[src/rtl/branch_pred_ctrl_pkg.sv]
// Shared encodings, defaults and counter arithmetic for the branch predictor controller.
package branch_pred_ctrl_pkg;

  localparam int DEF_IDX_W    = 4;
  localparam int DEF_UQ_DEPTH = 4;

  typedef enum logic [1:0] {
    STRONG_NT = 2'b00,
    WEAK_NT   = 2'b01,
    WEAK_T    = 2'b10,
    STRONG_T  = 2'b11
  } ctr_e;

  typedef enum logic {
    ST_NORMAL      = 1'b0,
    ST_FORCE_DRAIN = 1'b1
  } state_e;

  // Saturating 2-bit counter step; holds at STRONG_T / STRONG_NT instead of wrapping.
  function automatic logic [1:0] sat_update(input logic [1:0] c, input logic taken);
    logic [1:0] r;
    if (taken) begin
      r = (c == STRONG_T) ? c : c + 2'd1;
    end else begin
      r = (c == STRONG_NT) ? c : c - 2'd1;
    end
    return r;
  endfunction

endpackage

[src/rtl/branch_pred_ctrl_upd_fifo.sv]
// Update queue: circular FIFO with power-of-two depth; head entry is always visible.
module bpred_upd_fifo #(
  parameter int W     = 5,
  parameter int DEPTH = 4
) (
  input  logic                     clk,
  input  logic                     rst,
  input  logic                     push_i,
  input  logic [W-1:0]             push_data_i,
  input  logic                     pop_i,
  output logic [W-1:0]             head_o,
  output logic [$clog2(DEPTH):0]   count_o
);

  localparam int PW = $clog2(DEPTH);
  localparam int CW = PW + 1;

  logic [DEPTH-1:0][W-1:0] mem_q, mem_d;
  logic [PW-1:0]           wr_ptr_q, wr_ptr_d;
  logic [PW-1:0]           rd_ptr_q, rd_ptr_d;
  logic [CW-1:0]           count_q, count_d;

  // Pointers wrap naturally because DEPTH is a power of two.
  always_comb begin
    mem_d    = mem_q;
    wr_ptr_d = push_i ? wr_ptr_q + PW'(1) : wr_ptr_q;
    rd_ptr_d = pop_i  ? rd_ptr_q + PW'(1) : rd_ptr_q;
    count_d  = count_q + CW'(push_i) - CW'(pop_i);
    if (push_i) begin
      mem_d[wr_ptr_q] = push_data_i;
    end else begin
      mem_d = mem_q;
    end
  end

  always_ff @(posedge clk or posedge rst) begin
    if (rst) begin
      mem_q    <= '0;
      wr_ptr_q <= '0;
      rd_ptr_q <= '0;
      count_q  <= '0;
    end else begin
      mem_q    <= mem_d;
      wr_ptr_q <= wr_ptr_d;
      rd_ptr_q <= rd_ptr_d;
      count_q  <= count_d;
    end
  end

  assign head_o  = mem_q[rd_ptr_q];
  assign count_o = count_q;

endmodule

[src/rtl/branch_pred_ctrl.sv]
// Branch predictor: table of 2-bit saturating counters, lookups take priority over
// draining a queue of resolved-branch updates; a full queue forces a drain phase.
module branch_pred_ctrl
  import branch_pred_ctrl_pkg::*;
#(
  parameter int IDX_W    = DEF_IDX_W,
  parameter int UQ_DEPTH = DEF_UQ_DEPTH
) (
  input  logic                        clk,
  input  logic                        rst,
  input  logic                        lookup_valid,
  input  logic [IDX_W-1:0]            lookup_idx,
  output logic                        lookup_ready,
  output logic                        pred_valid,
  output logic                        pred_taken,
  output logic [IDX_W-1:0]            pred_idx,
  input  logic                        upd_valid,
  input  logic [IDX_W-1:0]            upd_idx,
  input  logic                        upd_taken,
  output logic                        upd_ready,
  output logic [$clog2(UQ_DEPTH):0]   uq_count
);

  localparam int            ENTRIES  = 1 << IDX_W;
  localparam int            CW       = $clog2(UQ_DEPTH) + 1;
  localparam logic [CW-1:0] FULL_CNT = CW'(UQ_DEPTH);

  state_e                   state_q, state_d;
  logic [ENTRIES-1:0][1:0]  table_q, table_d;
  logic                     pred_valid_q, pred_valid_d;
  logic                     pred_taken_q, pred_taken_d;
  logic [IDX_W-1:0]         pred_idx_q, pred_idx_d;

  logic                     lookup_fire_s;
  logic                     upd_fire_s;
  logic                     pop_s;
  logic [CW-1:0]            cnt_nxt_s;
  logic [IDX_W:0]           head_s;

  bpred_upd_fifo #(
    .W     (IDX_W + 1),
    .DEPTH (UQ_DEPTH)
  ) u_upd_fifo (
    .clk         (clk),
    .rst         (rst),
    .push_i      (upd_fire_s),
    .push_data_i ({upd_idx, upd_taken}),
    .pop_i       (pop_s),
    .head_o      (head_s),
    .count_o     (uq_count)
  );

  // Handshakes depend only on state and queue occupancy; the single table port goes to
  // a lookup when one is accepted, otherwise to the queue head.
  always_comb begin
    lookup_ready  = (state_q == ST_NORMAL);
    upd_ready     = (state_q == ST_NORMAL) && (uq_count < FULL_CNT);
    lookup_fire_s = lookup_valid && lookup_ready;
    upd_fire_s    = upd_valid && upd_ready;
    pop_s         = (uq_count != CW'(0)) && !lookup_fire_s;
    cnt_nxt_s     = uq_count + CW'(upd_fire_s) - CW'(pop_s);
  end

  always_comb begin
    state_d = state_q;
    case (state_q)
      ST_NORMAL: begin
        if (cnt_nxt_s == FULL_CNT) state_d = ST_FORCE_DRAIN;
        else                       state_d = ST_NORMAL;
      end
      ST_FORCE_DRAIN: begin
        if (cnt_nxt_s == CW'(0)) state_d = ST_NORMAL;
        else                     state_d = ST_FORCE_DRAIN;
      end
      default: state_d = ST_NORMAL;
    endcase
  end

  always_comb begin
    table_d      = table_q;
    pred_valid_d = lookup_fire_s;
    pred_taken_d = pred_taken_q;
    pred_idx_d   = pred_idx_q;
    if (pop_s) begin
      table_d[head_s[IDX_W:1]] = sat_update(table_q[head_s[IDX_W:1]], head_s[0]);
    end else begin
      table_d = table_q;
    end
    if (lookup_fire_s) begin
      pred_taken_d = table_q[lookup_idx][1];
      pred_idx_d   = lookup_idx;
    end else begin
      pred_taken_d = pred_taken_q;
      pred_idx_d   = pred_idx_q;
    end
  end

  always_ff @(posedge clk or posedge rst) begin
    if (rst) begin
      state_q      <= ST_NORMAL;
      table_q      <= '0;
      pred_valid_q <= 1'b0;
      pred_taken_q <= 1'b0;
      pred_idx_q   <= '0;
    end else begin
      state_q      <= state_d;
      table_q      <= table_d;
      pred_valid_q <= pred_valid_d;
      pred_taken_q <= pred_taken_d;
      pred_idx_q   <= pred_idx_d;
    end
  end

  assign pred_valid = pred_valid_q;
  assign pred_taken = pred_taken_q;
  assign pred_idx   = pred_idx_q;

endmodule

[config.mk]
export PLATFORM = sky130hd
export DESIGN_NAME = branch_pred_ctrl
export DESIGN_NICKNAME = d
export VERILOG_FILES = /design/src/rtl/branch_pred_ctrl_pkg.sv /design/src/rtl/branch_pred_ctrl_upd_fifo.sv /design/src/rtl/branch_pred_ctrl.sv
export SDC_FILE = /design/constraint.sdc
export NUM_CORES = 1
export LEC_CHECK = 0
export ABC_AREA = 1
export CORE_MARGIN = 5
export CORE_UTILIZATION = 50
export CTS_BUF_LIST = sky130_fd_sc_hd__clkbuf_8 sky130_fd_sc_hd__clkbuf_16
export DETAILED_ROUTE_END_ITERATION = 10
export GPL_TIMING_DRIVEN = 0
export PLACE_DENSITY = 0.69
export SYNTH_ARGS = -nofsm -noshare
export SYNTH_HDL_FRONTEND = slang
export SYNTH_HIERARCHICAL = 1
export SYNTH_SLANG_ARGS = --single-unit
[constraint.sdc]
create_clock -name clk -period 4 [get_ports clk]
set_clock_uncertainty 0.2 [all_clocks]
set_input_delay 0.4 -clock clk [delete_from_list [all_inputs] [get_ports clk]]
set_output_delay 0.4 -clock clk [all_outputs]
set_load 0.005 [all_outputs]
==> results of run 1 <==
cell type report:
type,instances,share of cell area
inverter,72,0.0653
clock inverter,7,0.0224
timing repair buffer,22,0.0532
clock buffer,9,0.0299
sequential,66,0.399
multi-input combinational,351,0.383
tap,96,0.0290
buffer,9,0.0178
power groups by stage:
stage | Sequential [mW] | Clock (mW) | Combinational, mW
6_report | 1.15 | 0.615 | 1.98
5_1_grt | 1.18 | 0.659 | 2.25
4_1_cts | 1.14 | 0.628 | 1.98
3_5_place_dp | 1.15 | 0 | 1.97
3_3_place_gp | 1.15 | 0 | 1.93
2_1_floorplan | 1.10 | 0 | 1.42
kinds of logic (layout without fill, tap and decap cells):
logic type	after synthesis	after routing	synth area share
AO/OA/AOI/OAI	43	43	0.0639
flip-flops	66	66	0.461
XOR/XNOR	5	5	0.0122
buffers and inverters	81	119	0.0960
adder cells (fa/ha/maj)	10	10	0.0391
AND/OR/NAND/NOR	293	293	0.328
Yosys cell counts (2+ instances only):
library cell              instances  area, um^2
sky130_fd_sc_hd__a21oi_1          4        20.0
sky130_fd_sc_hd__buf_2            2        10.0
sky130_fd_sc_hd__buf_4            2        15.0
sky130_fd_sc_hd__buf_6            4        45.0
sky130_fd_sc_hd__dfrtp_1         66        1650
sky130_fd_sc_hd__fa_1             2        40.0
sky130_fd_sc_hd__ha_1             8         100
sky130_fd_sc_hd__inv_1           70         263
sky130_fd_sc_hd__inv_2            2        7.51
sky130_fd_sc_hd__nand2_1        224         841
sky130_fd_sc_hd__nand2_2          2        12.5
sky130_fd_sc_hd__nand2_4          4        45.0
sky130_fd_sc_hd__nand3_1         30         150
sky130_fd_sc_hd__nor2_1          32         120
sky130_fd_sc_hd__o21ai_0         12        60.1
sky130_fd_sc_hd__o21ai_1         21         105
sky130_fd_sc_hd__o22ai_1          3        18.8
sky130_fd_sc_hd__xor2_1           4        35.0
routing by layer:
layer / share of wire / wire (um) / track usage
met1: 0.48 / 3970 / 0.296
met2: 0.45 / 3670 / 0.296
met3: 0.064 / 526 / 0.0335
met4: 0.0095 / 78 / 0.0757
met5: 0 / 0 / 0
registers in the layout, summed over array words and instances, names as in the netlist, named ones only:
name	count
table_q	32
u_upd_fifo/mem_q	20
pred_idx	4
u_upd_fifo/count_o	3
u_upd_fifo/rd_ptr_q	2
u_upd_fifo/wr_ptr_q	2
pred_taken	1
pred_valid	1
stage by stage:
step	total power [mW]	cells	worst slack, ns	instance area, um^2
floorplan	2.52	498	1.58	3580
global placement	3.08	616	0.892	3920
detailed placement	3.12	616	0.865	3920
CTS	3.75	632	1.15	4140
global route	4.09	632	0.785	4140
finish	3.75	632	1.16	4140
worst max-delay path, cell delays in order, from the launching register on:
cell	delay, ns
sky130_fd_sc_hd__dfrtp_1	0.45
sky130_fd_sc_hd__inv_1	0.21
sky130_fd_sc_hd__nand3_1	0.10
sky130_fd_sc_hd__nand2_1	0.07
sky130_fd_sc_hd__buf_4	0.17
sky130_fd_sc_hd__inv_1	0.14
sky130_fd_sc_hd__nor2_1	0.43
sky130_fd_sc_hd__nand2_1	0.10
sky130_fd_sc_hd__nand2_1	0.08
sky130_fd_sc_hd__o21ai_0	0.10
sky130_fd_sc_hd__nand2_1	0.08
sky130_fd_sc_hd__nor2_1	0.05
sky130_fd_sc_hd__nand2_1	0.21
sky130_fd_sc_hd__buf_4	0.24
sky130_fd_sc_hd__nand3_1	0.09
sky130_fd_sc_hd__nand2_1	0.07
worst paths after layout:
kind / start / to / slack (ns) / cells after the start
worst min-delay path: table_q[28] / table_q[28] / 0.28 / 2
min in group asynchronous: rst / table_q[14] / 0.36 / 2
worst max-delay path: u_upd_fifo/rd_ptr_q[1] / table_q[7] / 1.16 / 15
worst min register to register: table_q[28] / table_q[28] / 0.28 / 2
worst max register to register: u_upd_fifo/rd_ptr_q[1] / table_q[7] / 1.16 / 15
max in group asynchronous: rst / u_upd_fifo/mem_q[8] / 2.51 / 2
==> run summary, run 1 <==
## Timing
* **worst-margin pin slew** 1.04 ns
* **setup repair after global routing missed its margin** false
* **maximum frequency from static timing analysis** 352 MHz
* **time the worst path needs with I/O delays and setup** 2.84 ns
* **worst relative slew slack** 0.307
* **fraction of the cycle the final worst path needs** 0.710
* **Final Slew Violations** 0
* **hold violation total from the final report** 0
* **number of setup violations in the final report** 0
* **smallest hold slack** 0.284 ns
* **Setup Total Neg Slack** 0 ns

## Floorplan
* **Core ar.** 6870 um^2
* **Die Width** 94.7 um
* **starting density of the core** 0.522
* **number of placement rows** 30
* **overall die area** 8960 um^2
* **IO Pins** 24
* **Vert. Die Dim** 94.7 um

## Power and ir drop
* **part of the power in registers** 0.306
* **Combinational Power Share** 0.530
* **power density cells** 905 nW/um^2
* **switching part of the total power** 0.471
* **reported leakage power** 2.32 nW
* **worst ir drop on vdd** 0.455 mV
* **cell internal power dissipation** 1.98 mW
* **clock network power share** 0.164
* **net switching power of the design** 1.76 mW

## Hold path
* **class of the tightest hold or removal check** flop to flop

## CTS
* **count of clock tree sinks** 66
* **hold-fix buffers at CTS** 0
* **count of cells resized by post-cts repair** 0
* **Num CTS Buffers** 9
* **clock tree root driver cell** sky130_fd_sc_hd__clkbuf_8
* **number of levels in the clock H-tree** 3
* **worst-skew pair later-pin latency** 0.35 ns
* **number of buffers inserted to repair setup after CTS** 0
* **CTS tree** done
* **clk slew on worst S/H paths** 0.07 ns
* **Bufs on Longest Clock Path** 2

## Route
* **detailed-routing iteration count for the pre-antenna-repair pass** 6
* **antenna-violating nets left** 0
* **average wire length per cell after detail routing** 13.1 um
* **# DRC** 0
* **routed via count** 3188
* **Iteration-0 DRC Markers** 265
* **aggregate routed wire length** 8250 um
* **post-DR vias/cell** 5.04

## Global routing
* **global route total overflow** 0
* **global-route wire length before repair** 14000 um
* **vias in the first global route** 2917
* **initial antenna violation count** 0
* **largest net degree at the start of global routing** 40
* **global routing usage summed across all routing layers** 0.201

## Critical path
* **startpoint-to-endpoint class of the critical path** flop to flop
* **sort of element at the start of the critical path** flop
* **sort of element at the end of the critical path** flop
* **data arrival time of the worst path** 2.93 ns
* **critical path peak fanout** 10
* **critical path required time** 4.09 ns

## Synth
* **post-synthesis cell area** 3580 um^2
* **portion of the post-synthesis area used by sequential elements** 0.461
* **number of register bits inferred by synthesis** 66
* **syn avg cell area** 7.20 um^2
* **Syn Nets** 521
* **cells after synthesis** 498
* **proportion of register bits with asynchronous set or reset after synthesis** 1.00
* **number of synthesized flops with an enable pin** 0
* **most instantiated flip-flop cell in the synthesis netlist** sky130_fd_sc_hd__dfrtp_1
* **warning count from the yosys run** 6
* **Unique masters post-synth** 24

## Layout
* **sequential cell area** 1650 um^2
* **fill cell instance count of the final layout** 661
* **proportion of layout cells with a drive suffix above 1** 0.0616
* **area of the multi-input gates** 1590 um^2
* **layout net count** 554
* **commonest non-fill, non-tap cells in the layout** 224 x sky130_fd_sc_hd__nand2_1, 69 x sky130_fd_sc_hd__inv_1, 66 x sky130_fd_sc_hd__dfrtp_1
* **Diodes inserted** 0
* **final standard cell utilization of the core** 0.603
* **most common cell after layout, fill and taps aside** sky130_fd_sc_hd__nand2_1
* **synthesis-to-layout area growth** 15.5%

## Placement
* **count of buffers inserted at the top-level ports** 22
* **last weighted congestion value of the routability-driven placer** 0.884
* **DP Wirelength** 5890 um

## Run
* **Max-Cap Viols** 0

## Status
* **outcome** completed

Note: power is estimated with default switching activity, not from simulation.
==> inputs of run 2 (changes only) <==
PLACE_DENSITY = 0.72   (was 0.69)
clock period = 2.6 ns   (was 4 ns; I/O delays follow)
==> run 2 against run 1 <==
Compared with the run above: hold slack worse by 0.049 ns; register-to-register slack worse by 1.1 ns; sequential power is 55% higher; critical path depth is 2 higher; die area stayed put; sequential cell count stayed put; largest cell class is now multi-input combinational cells; largest power group unchanged.
==> run summary, run 2 (synthesis gave the netlist of run 1 again) <==
## Critical path
* **data arrival time of the worst path** 2.55 ns, was 2.93 ns
* **critical path required time** 2.63 ns, was 4.09 ns
* **startpoint-to-endpoint class of the critical path** flop to flop, unchanged
* **chain of cells forming the critical path** buf_6, nand2_1, nand3_2, nand2_4, inv_2, buf_6, nor2_1, nand2_1, nand4_1, nand2_1, nand2_1, nor2_4, nand2_2, nand2_4, clkbuf_16, nand2_1, nand2_1, was inv_1, nand3_1, nand2_1, buf_4, inv_1, nor2_1, nand2_1, nand2_1, o21ai_0, nand2_1, nor2_1, nand2_1, buf_4, nand3_1, nand2_1
* **cell family with most CP delay** simple AND/OR/NAND/NOR gates, unchanged
* **sort of element at the end of the critical path** flop, unchanged
* **origin of the critical flop-to-flop path** u_upd_fifo/rd_ptr_q[0], was u_upd_fifo/rd_ptr_q[1]
* **most repeated library cell on the critical path** sky130_fd_sc_hd__nand2_1, unchanged
* **critical path peak fanout** 10, unchanged
* **depth of the critical timing path with buffers and inverters included** 17, was 15
* **Slowest-stage cell, CP** sky130_fd_sc_hd__dfrtp_2, was sky130_fd_sc_hd__dfrtp_1
* **reg2reg setup slack** 0.08 ns, was 1.16 ns
* **Worst Setup SP** u_upd_fifo/rd_ptr_q[0], was u_upd_fifo/rd_ptr_q[1]
* **worst reg-to-reg path cell count** 17, was 15
* **combined buffer and inverter count along the critical path** 4, unchanged
* **reg2reg end** table_q[30], was table_q[7]
* **worst stage delay on the critical path** 0.45 ns, about the same
* **worst setup path endpoint** table_q[30], was table_q[7]
* **sort of element at the start of the critical path** flop, unchanged

## Placement
* **number of placed instances, taps included** 616, unchanged
* **count of buffers inserted at the top-level ports** 22, unchanged
* **DP Wirelength** 5940 um, was 5890 um
* **Post-Place Setup Slack** -0.386 ns, was 0.865 ns
* **total cell area at the placement stage** 3920 um^2, unchanged
* **last weighted congestion value of the routability-driven placer** 0.890, was 0.884

## Power and ir drop
* **net switching power of the design** 2.98 mW, was 1.76 mW
* **part of the power in registers** 0.272, was 0.306
* **cell internal power dissipation** 3.58 mW, was 1.98 mW
* **Combinational Power Share** 0.592, was 0.530
* **reported leakage power** 2.40 nW, was 2.32 nW
* **switching part of the total power** 0.454, was 0.471
* **worst ir drop on vdd** 0.733 mV, was 0.455 mV
* **power density cells** 1510 nW/um^2, was 905 nW/um^2
* **clock network power share** 0.136, was 0.164

## Route
* **post-DR vias/cell** 5.06, was 5.04
* **detailed-routing iteration count for the pre-antenna-repair pass** 5, was 6
* **aggregate routed wire length** 8740 um, was 8250 um
* **average wire length per cell after detail routing** 13.5 um, was 13.1 um
* **Iteration-0 DRC Markers** 277, was 265
* **routed via count** 3270, was 3188
* **antenna-violating nets left** 0, unchanged
* **# DRC** 0, unchanged

## Status
* **outcome** completed, unchanged

## Timing
* **time the worst path needs with I/O delays and setup** 2.52 ns, was 2.84 ns
* **Setup Total Neg Slack** 0 ns, unchanged
* **worst relative slew slack** 0.296, was 0.307
* **worst-margin pin slew** 1.05 ns, was 1.04 ns
* **fraction of the cycle the final worst path needs** 0.968, was 0.710
* **Final Slew Violations** 0, unchanged
* **hold violation total from the final report** 0, unchanged
* **maximum frequency from static timing analysis** 397 MHz, was 352 MHz
* **number of setup violations in the final report** 0, unchanged
* **Final Worst Setup Slack** 0.0822 ns, was 1.16 ns

## Layout
* **synthesis-to-layout area growth** 21.5%, was 15.5%
* **sequential cell area** 1650 um^2, about the same
* **number of standard cells in the layout, taps in and fillers out** 646, was 632
* **proportion of layout cells with a drive suffix above 1** 0.118, was 0.0616
* **area of the multi-input gates** 1660 um^2, was 1590 um^2
* **number of flip-flops under the largest register name** 32, unchanged
* **layout net count** 569, was 554
* **Diodes inserted** 0, unchanged
* **commonest non-fill, non-tap cells in the layout** 218 x sky130_fd_sc_hd__nand2_1, 66 x sky130_fd_sc_hd__inv_1, 64 x sky130_fd_sc_hd__dfrtp_1, was 224 x sky130_fd_sc_hd__nand2_1, 69 x sky130_fd_sc_hd__inv_1, 66 x sky130_fd_sc_hd__dfrtp_1
* **most common cell after layout, fill and taps aside** sky130_fd_sc_hd__nand2_1, unchanged
* **cell area after layout** 4350 um^2, was 4140 um^2
* **fill cell instance count of the final layout** 599, was 661
* **Top reg by flops** table_q, unchanged
* **final standard cell utilization of the core** 0.634, was 0.603

## CTS
* **Num CTS Buffers** 9, unchanged
* **Bufs on Longest Clock Path** 2, unchanged
* **worst-skew pair later-pin latency** 0.34 ns, was 0.35 ns
* **clk slew on worst S/H paths** 0.07 ns, about the same
* **CTS tree** done, unchanged
* **hold-fix buffers at CTS** 0, unchanged
* **number of levels in the clock H-tree** 3, unchanged
* **count of clock tree sinks** 66, unchanged
* **clock tree root driver cell** sky130_fd_sc_hd__clkbuf_8, unchanged

## Floorplan
* **Core ar.** 6870 um^2, unchanged
* **Die Width** 94.7 um, unchanged
* **Vert. Die Dim** 94.7 um, unchanged
* **starting density of the core** 0.522, unchanged
* **overall die area** 8960 um^2, unchanged
* **IO Pins** 24, unchanged
* **number of placement rows** 30, unchanged

## Global routing
* **vias in the first global route** 2948, was 2917
* **global-route wire length before repair** 14000 um, about the same
* **global route total overflow** 0, unchanged
* **initial antenna violation count** 0, unchanged
* **global routing usage summed across all routing layers** 0.202, was 0.201
* **largest net degree at the start of global routing** 40, unchanged

## Run
* **Max-Cap Viols** 0, unchanged

## Hold path
* **class of the tightest hold or removal check** input pin to async pin, was flop to flop

-- run 2: cell count changes in the layout (fill, tap and decap cells not counted), moves of 3 or more --
cell,change
sky130_fd_sc_hd__buf_4,+14
sky130_fd_sc_hd__nand2_1,-6
sky130_fd_sc_hd__nor2_1,-4
sky130_fd_sc_hd__clkbuf_8,+3
sky130_fd_sc_hd__inv_1,-3
sky130_fd_sc_hd__nand2_2,+3
sky130_fd_sc_hd__nand2_4,+3
-- run 2: how the worst min path moves through the flow --
stage,from,to,depth (start not counted)
2_1_floorplan,rst,u_upd_fifo/count_o[0],1
3_3_place_gp,table_q[10],table_q[10],2
3_5_place_dp,table_q[28],table_q[28],2
4_1_cts,rst,async pin,2
5_1_grt,table_q[16],table_q[16],2
6_report,rst,async pin,2
-- run 2: area by class of cell --
| type | count | share of cell area |
|---|---|---|
| Buffer | 9 | 0.0207 |
| Clock buffer | 12 | 0.0379 |
| Clock inverter | 3 | 0.00891 |
| Inverter | 72 | 0.0635 |
| Multi-Input combinational cell | 351 | 0.381 |
| Sequential cell | 66 | 0.380 |
| Tap cell | 96 | 0.0276 |
| Timing Repair Buffer | 37 | 0.0805 |
-- run 2: layer usage --
layer | track usage | vias to the layer above | routed length (um)
met5 | 0 | - | 0
met4 | 0.0601 | 0 | 170
met3 | 0.0454 | 22 | 492
met2 | 0.315 | 125 | 3950
met1 | 0.281 | 1513 | 4120
li1 | - | 1610 | -
-- run 2: repair_timing --
action                                  CTS  global route
pin swaps                                 0             8
resized for setup                         9            23
endpoints found under the setup margin   33            32
gates cloned                              0             1
buffers inserted                          0            14
endpoints found under the hold margin     0             0
-- run 2: power by group through the flow --
stage	clock network (mW)	registers, mW	logic (mW)
floorplan	0	1.69	2.18
global placement	0	1.76	2.95
detailed placement	0	1.78	3.03
CTS	0.911	1.77	3.10
global route	0.959	1.83	4.25
finish	0.895	1.78	3.88
-- run 2: per-stage QoR --
step | hold slack (ns) | power [mW]
final | 0.234 | 6.56
after global routing | 0.304 | 7.04
after CTS | 0.273 | 5.78
after detailed placement | 0.266 | 4.81
after global placement | 0.264 | 4.72
after floorplan | 0.113 | 3.87
